==> src/rtl/hazard_pkg.sv <==
// Shared types, encodings and parameter checks for the hazard scoreboard.
package hazard_pkg;

  // Widest register address any instance may use; entries store rd at this width.
  localparam int unsigned RA_W_MAX = 16;

  // Operand select value meaning "read the register file".
  localparam int unsigned FWD_RF = 0;

  // One in-flight instruction tracked past issue.
  typedef struct packed {
    logic                valid;
    logic [RA_W_MAX-1:0] rd;
    logic                wen;
    logic                load;
  } entryT;

  // True when the parameter set is one the scoreboard supports.
  function automatic bit paramsLegal(input int unsigned stages,
                                     input int unsigned raW,
                                     input int unsigned loadStage,
                                     input int unsigned flushDepth);
    bit ok;
    ok = (stages >= 1) && (stages <= 8) &&
         (raW >= 1) && (raW <= RA_W_MAX) &&
         (flushDepth <= stages);
    if (stages > 1) ok = ok && (loadStage >= 1) && (loadStage <= stages - 1);
    else            ok = ok && (loadStage == 1);
    return ok;
  endfunction

endpackage

==> src/rtl/hazard_match.sv <==
// Per-entry comparator: forwardable hits on rs/rt and load-not-yet-ready hits.
module hazard_match
  import hazard_pkg::*;
#(
  parameter bit EARLY = 1'b0  // entry sits before the first load-forwarding stage
) (
  input  entryT               entry,
  input  logic [RA_W_MAX-1:0] rs,
  input  logic [RA_W_MAX-1:0] rt,
  input  logic                useRs,
  input  logic                useRt,
  output logic                fwdRs_c,
  output logic                fwdRt_c,
  output logic                loadHit_c
);

  logic hitRs;
  logic hitRt;
  logic pending;

  // Register 0 never matches; an early load cannot forward, it stalls instead.
  always_comb begin
    hitRs     = entry.valid & entry.wen & (entry.rd == rs) & (rs != '0) & useRs;
    hitRt     = entry.valid & entry.wen & (entry.rd == rt) & (rt != '0) & useRt;
    pending   = entry.load & EARLY;
    fwdRs_c   = hitRs & ~pending;
    fwdRt_c   = hitRt & ~pending;
    loadHit_c = pending & (hitRs | hitRt);
  end

endmodule

==> src/rtl/hazard_scoreboard.sv <==
// In-order pipeline hazard scoreboard: forwarding selects, load-use stall, bubble, stall counter.
module hazard_scoreboard
  import hazard_pkg::*;
#(
  parameter int unsigned STAGES      = 2,
  parameter int unsigned RA_W        = 5,
  parameter int unsigned LOAD_STAGE  = 1,
  parameter int unsigned FLUSH_DEPTH = 1
) (
  input  logic                         clk,
  input  logic                         reset,
  input  logic                         issue_valid,
  input  logic                         issue_is_load,
  input  logic                         issue_wen,
  input  logic                         issue_use_rs,
  input  logic                         issue_use_rt,
  input  logic [RA_W-1:0]              issue_rs,
  input  logic [RA_W-1:0]              issue_rt,
  input  logic [RA_W-1:0]              issue_rd,
  input  logic                         hold_ext,
  input  logic                         flush,
  output logic                         stall,
  output logic                         bubble,
  output logic [$clog2(STAGES+1)-1:0]  fwd_a,
  output logic [$clog2(STAGES+1)-1:0]  fwd_b,
  output logic [31:0]                  stall_cnt
);

  localparam int unsigned FWD_W = $clog2(STAGES + 1);

  // Reject unsupported parameter sets while elaborating.
  if (!paramsLegal(STAGES, RA_W, LOAD_STAGE, FLUSH_DEPTH)) begin : gBadParams
    $error("hazard_scoreboard: illegal parameter combination");
  end

  entryT               pipe     [STAGES];
  entryT               pipeNext [STAGES];
  entryT               issueEntry;
  logic [RA_W_MAX-1:0] rsExt;
  logic [RA_W_MAX-1:0] rtExt;
  logic [STAGES-1:0]   fwdRs;
  logic [STAGES-1:0]   fwdRt;
  logic [STAGES-1:0]   loadHit;
  logic                lu;

  assign rsExt = RA_W_MAX'(issue_rs);
  assign rtExt = RA_W_MAX'(issue_rt);

  // One comparator per tracked stage.
  for (genvar k = 0; k < int'(STAGES); k++) begin : gMatch
    hazard_match #(
      .EARLY (bit'(k < int'(LOAD_STAGE)))
    ) uMatch (
      .entry     (pipe[k]),
      .rs        (rsExt),
      .rt        (rtExt),
      .useRs     (issue_use_rs),
      .useRt     (issue_use_rt),
      .fwdRs_c   (fwdRs[k]),
      .fwdRt_c   (fwdRt[k]),
      .loadHit_c (loadHit[k])
    );
  end

  // Youngest-match-wins forwarding select plus stall/bubble decode.
  always_comb begin
    fwd_a = FWD_W'(FWD_RF);
    fwd_b = FWD_W'(FWD_RF);
    for (int k = int'(STAGES) - 1; k >= 0; k--) begin
      if (fwdRs[k]) fwd_a = FWD_W'(k + 1);
      if (fwdRt[k]) fwd_b = FWD_W'(k + 1);
    end
    lu     = issue_valid & (|loadHit);
    stall  = lu | hold_ext;
    bubble = (lu | flush) & ~hold_ext;
  end

  // Post-edge entry contents when the pipeline advances.
  always_comb begin
    issueEntry       = '0;
    issueEntry.valid = issue_valid & ~lu & ~flush;
    issueEntry.rd    = RA_W_MAX'(issue_rd);
    issueEntry.wen   = issue_wen;
    issueEntry.load  = issue_is_load;
    pipeNext         = pipe;
    pipeNext[0]      = issueEntry;
    for (int k = 1; k < int'(STAGES); k++) pipeNext[k] = pipe[k-1];
    for (int k = 0; k < int'(STAGES); k++) begin
      if (flush && (k < int'(FLUSH_DEPTH))) pipeNext[k].valid = 1'b0;
    end
  end

  // Entry shift register and saturating load-use stall counter; hold_ext freezes both.
  always_ff @(posedge clk or negedge reset) begin
    if (!reset) begin
      for (int k = 0; k < int'(STAGES); k++) pipe[k] <= '0;
      stall_cnt <= '0;
    end else if (!hold_ext) begin
      pipe <= pipeNext;
      if (lu && (stall_cnt != '1)) stall_cnt <= stall_cnt + 32'd1;
    end
  end

endmodule

==> config.mk <==
export PLATFORM = sky130hd
export DESIGN_NAME = hazard_scoreboard
export DESIGN_NICKNAME = d
export VERILOG_FILES = /design/src/rtl/hazard_pkg.sv /design/src/rtl/hazard_match.sv /design/src/rtl/hazard_scoreboard.sv
export SDC_FILE = /design/constraint.sdc
export NUM_CORES = 1
export LEC_CHECK = 0
export ABC_AREA = 1
export BUFFER_PORTS_ARGS = -buffer_cell sky130_fd_sc_hd__clkbuf_2
export CAP_MARGIN = 5
export CORE_MARGIN = 10
export CORE_UTILIZATION = 55
export CTS_CLUSTER_SIZE = 28
export DETAILED_ROUTE_END_ITERATION = 6
export GPL_TIMING_DRIVEN = 1
export MAX_ROUTING_LAYER = met4
export PLACE_DENSITY = 0.74
export RECOVER_POWER = 50
export SLEW_MARGIN = 20
export SYNTH_ARGS = -nofsm -noshare
export SYNTH_HDL_FRONTEND = slang
export SYNTH_HIERARCHICAL = 1
export SYNTH_SLANG_ARGS = --single-unit
==> constraint.sdc <==
create_clock -name clk -period 2.5 [get_ports clk]
set_clock_uncertainty 0.05 [all_clocks]
set_input_delay 0.25 -clock clk [delete_from_list [all_inputs] [get_ports clk]]
set_output_delay 0.25 -clock clk [all_outputs]
set_load 0.01 [all_outputs]
==> metrics.txt, run 1 <==
DR vias roughly 4900; fmax around 430 MHz; Die H about 110 um; HP Class input port to register; crit path max fanout 4; Final Hold Fails 0; die area ~12000 sq um; share of cells above drive strength 1 ~9%; Reg clk slew, reported paths approximately 0.090 ns; Pwr Total slightly below 0.002 W; grt ovf 0; final setup violation count 0; Placed Area around 5300 sq um; WP data required 2.20 ns; initial DRC count 245; CP Class register to output pin; status finished clean; Global Route Usage Sum a little over a fifth; Fin Setup TNS 0 ns; Placer Congestion around 1; # rows 32; CTS tree yes; Syn Inst Count ~780; clock sink count 47; Initial Utilization a little under three fifths; DR WL/cell about 11 um; Core Util, Final about 70%; Avg Synthesized Cell Area between 5 and 6 sq um; setup slack, reg-to-reg around 0.28 ns; PD cells ~360 nW/um^2; Buffers on Ports 61; Area Overhead vs Synth 27.8%; commonest non-fill, non-tap cells in the layout 329 x nand2_1, 181 x conb_1, 124 x nor2_1; Worst VDD drop between 0.4 and 0.5 mV; CP startpoint pipe[21]; Hold WS roughly 0.093 ns; Net count, final roughly 1000; RSZ-0062 raised after global routing false; vias in the first global route approximately 4500; Critical Path AT roughly 2 ns; 1st-pass router iterations 4; Critical R2R Capture stall_cnt[10]; Detail Route Antenna Nets 0; Worst Hold Depth 3; Die W 108 um; reg2reg start pipe[21]; clk_lat worst skew 0.31 ns; Num CTS Buffers 5; MaxCap Viol Count 0; cell count of the worst reg-to-reg path 14; Via density ~4.4; n_diodes 0; Ports 62; hpwl dp 9550 um; first-pass GRT wire length just under 20000 um; Setup crit end kind output pin; Max Transition Viols Final 0; worst setup path end bubble; most common cell after layout, fill and taps aside nand2_1; design area 5440 sq um; min cycle time layout roughly 2.3 ns; Longest Clk Path Bufs 2; Worst-Margin Slew 1.20 ns; final worst path period share between 90% and 100%; CTS Root Cell clkbuf_8; Total Wirelength between 10000 and 15000 um; Worst Setup Start Kind register; synthesized cell area between 4000 and 5000 sq um; Worst slew margin about 20%; htree depth 2; pin count of the biggest net entering global routing 48; leakage around 3.0 nW; initial antenna violation count 0; Synth warnings 6; CORE AREA approximately 7600 sq um; Residual DRC 0
==> critical path, cell delays in order (launching register included) <==
cell	delay (ns)
dfrtp_1	0.43
inv_2	0.05
nand2_1	0.05
nand2_1	0.04
nor2_1	0.15
nand2_1	0.08
nor2_1	0.10
nand3_1	0.12
a21oi_2	0.20
o21ai_1	0.12
a21oi_1	0.18
clkbuf_2	0.17
==> metrics by stage <==
stage                     cells  setup WS [ns]
after floorplan             954          0.470
after global placement     1107          0.243
after detailed placement   1107         0.0933
after CTS                  1115         0.0812
after global routing       1115         0.0325
final                      1115          0.185
==> routing by layer <==
metal | part of all wire (%) | global-route usage [%]
met1 | 42 | 24.1
met3 | 5.4 | 3.03
met2 | 51 | 36.9
met5 | 0 | -
met4 | 2.3 | 6.20
==> how the worst min path moves through the flow <==
stage	startpoint	endpoint	slack, ns
after global routing	issue_is_load	pipe[19]	0.09
after global placement	reset	stall_cnt[1]	0.32
after detailed placement	reset	stall_cnt[2]	0.33
after CTS	reset	stall_cnt[22]	0.002
after floorplan	reset	pipe[18]	-0.1
final	issue_is_load	pipe[19]	0.09
==> timing repair <==
| item | 4_1_cts | 5_1_grt |
|---|---|---|
| buffers inserted | 0 | 0 |
| setup endpoints to repair | 0 | 20 |
| hold buffers | 0 | 0 |
| resized for setup | 0 | 2 |
==> sequential cells by signal, summed over array words and instances (netlist names) <==
register and flops:
pipe 15, stall_cnt 32
==> power by group <==
part           internal (W)  total (W)  switching [W]
Sequential         0.000808   0.000877      0.0000691
Combinational      0.000154   0.000430       0.000276
Clock              0.000400   0.000672       0.000272
==> area by class of cell <==
class                           count  area, sq um
Clock inverter                      2         60.1
Timing Repair Buffer               67          342
Inverter                          125          469
Clock buffer                        6         72.6
Multi-Input combinational cell    766         3190
Sequential cell                    47         1180
Tap cell                          102          128
Fill cell                         737         2170
No activity file was read; power rests on OpenSTA's default activity.
==> run 2: changes to the inputs <==
CORE_MARGIN = default   (was 10)
SLEW_MARGIN = default   (was 20)
clock period = 2.4 ns   (was 2.5 ns; I/O delays follow)
==> metrics.txt, run 2 (same netlist as run 1, synthesis figures left out) <==
status finished clean; Biggest register stall_cnt; clk_lat worst skew 0.30 ns (about the same); Residual DRC 0 (unchanged); CP Class register to output pin; CP bufs+invs 1 (-1); fill count 718 (-2.6%); Longest Clk Path Bufs 2 (unchanged); Ports 62 (unchanged); Detail Route Antenna Nets 0 (unchanged); CTS tree yes; Finished Layout Cells 1114 (-0.090%); Placer Congestion 0.919 (-9.1%); crit path max fanout 4 (unchanged); Die W 90.0 um (-17%); Critical Path AT 1.99 ns (-0.02 ns); die area 8090 sq um (-31%); vias in the first global route 4221 (-5.5%); pin count of the biggest net entering global routing 26 (-46%); Worst Hold Depth 3 (unchanged); number of flip-flops in the largest register 32 (unchanged); Initial Utilization 57.7% (+1.8 points); DR vias 4755 (-3.5%); Global Route Usage Sum 28.5% (+7.5 points); # Post-CTS Setup Buffers 0 (unchanged); critical path depth in cells 8 (-3); first-pass GRT wire length 18300 um (-7.1%); fmax between 400 and 500 MHz; grt ovf 0 (unchanged); HP Class input port to register; family with the most delay on the worst path compound AO/OA/AOI/OAI gates; Setup crit end kind output pin; CP cell instances xnor2_1 > nand3_1 > a21oi_1 > nand3_2 > a21oi_4 > o21ai_2 > a21oi_2 > buf_2; n_diodes 0 (unchanged); Final Hold Fails 0 (unchanged); Placed Instances 1105 (-0.18%); Via density 4.27 (-3.4%); MaxCap Viol Count 0 (unchanged); final setup violation count 0 (unchanged); WP data required 2.11 ns (-0.09 ns); CORE AREA 7370 sq um (-3.1%); Buffers on Ports 61 (unchanged); hpwl dp 8370 um (-12%); CTS Root Cell clkbuf_8; CP max stage cell dfrtp_1; initial DRC count 212 (-13%); Worst-Margin Slew 1.14 ns (-0.0590 ns); DR WL/cell 9.26 um (-12%); Worst Setup Start Kind register; Max Transition Viols Final 0 (unchanged); # rows 31 (-3.1%); Reg clk slew, reported paths 0.09 ns (about the same); Area Overhead vs Synth 26.7%; Worst slew margin 24.2% (+3.9 points); Total Wirelength 10300 um (-12%); Die H 90.0 um (-17%); most common cell after layout, fill and taps aside nand2_1; final worst path period share between 90% and 100%; commonest non-fill, non-tap cells in the layout 329 x nand2_1, 181 x conb_1, 123 x nor2_1; Hold WS 0.0926 ns (-0.000365 ns); Num CTS Buffers 5 (unchanged); Net count, final 1039 (+0.19%); clock sink count 47 (unchanged); cell count of the worst reg-to-reg path 11 (-3); Regs by FF count stall_cnt (32), pipe (15); htree depth 2 (unchanged); leakage 2.91 nW (-2.5%); share of cells above drive strength 1 7.78% (-1.1 points); min cycle time layout around 2.3 ns; 1st-pass router iterations 5 (+1); Crit path largest cell delay 0.43 ns (about the same); initial antenna violation count 0 (unchanged); PD cells 340 nW/um^2 (-6.7%); Worst VDD drop 0.362 mV (-13%)
==> run 2: layout make-up <==
class,count,area [sq um],share of cell area (%)
multi-input cells,766,3200,59.4
flip-flops and latches,47,1180,21.8
inverters,125,469,8.70
repair buffers,69,333,6.17
well taps,99,124,2.30
clock buffers,6,72.6,1.35
clock inverters,2,12.5,0.232
==> run 2: metrics by stage <==
step | cell area [sq um] | util [%] | TNS (ns) | total power, W | worst slack (ns)
2_1_floorplan | 4930 | - | 0 | 0.00122 | 0.370
3_3_place_gp | 5310 | 72.0 | 0 | 0.00135 | 0.223
3_5_place_dp | 5310 | 72.0 | 0 | 0.00135 | 0.138
4_1_cts | 5400 | 73.3 | 0 | 0.00183 | 0.0150
5_1_grt | 5390 | 73.2 | -0.0191 | 0.00197 | -0.0191
6_report | 5390 | 73.2 | 0 | 0.00183 | 0.116
==> run 2: final timing paths <==
check                          start             to  slack, ns
max                         pipe[23]         bubble       0.12
min                        issue_wen       pipe[20]       0.09
max reg2reg                 pipe[23]   stall_cnt[5]       0.22
min reg2reg                  pipe[5]        pipe[5]       0.48
max in group asynchronous      reset  stall_cnt[17]       0.55
min in group asynchronous      reset   stall_cnt[7]       0.62
==> run 2: report_power, final <==
group | internal, W | switching (W)
Combinational | 0.000159 | 0.000282
Clock | 0.000204 | 0.000275
Sequential | 0.000842 | 0.0000696
Total | 0.00120 | 0.000627
==> run 2: per-layer routing <==
layer  global-route usage, %  wire (um)  up-vias
met5                       -          0        -
met3                    3.30        572       16
met4                    9.68        216        0
li1                        -          -     2615
met2                    51.2       5120      125
met1                    32.8       4410     1999
==> run 2: worst reg2reg max path: cells and delay by family (launching register included) <==
kind	cells	cell delay, ns
and+or+nand+nor	4	0.40
buffers and inverters	2	0.39
DFF	1	0.43
xor gates and xnor gates	1	0.20
AOI/OAI and AO/OA	4	0.59
==> run 2: what timing repair did <==
action,in CTS,in global routing
endpoints found under the setup margin,0,32
hold buffers,1,0
hold endpoints to repair,20,0
gates resized for setup,0,8
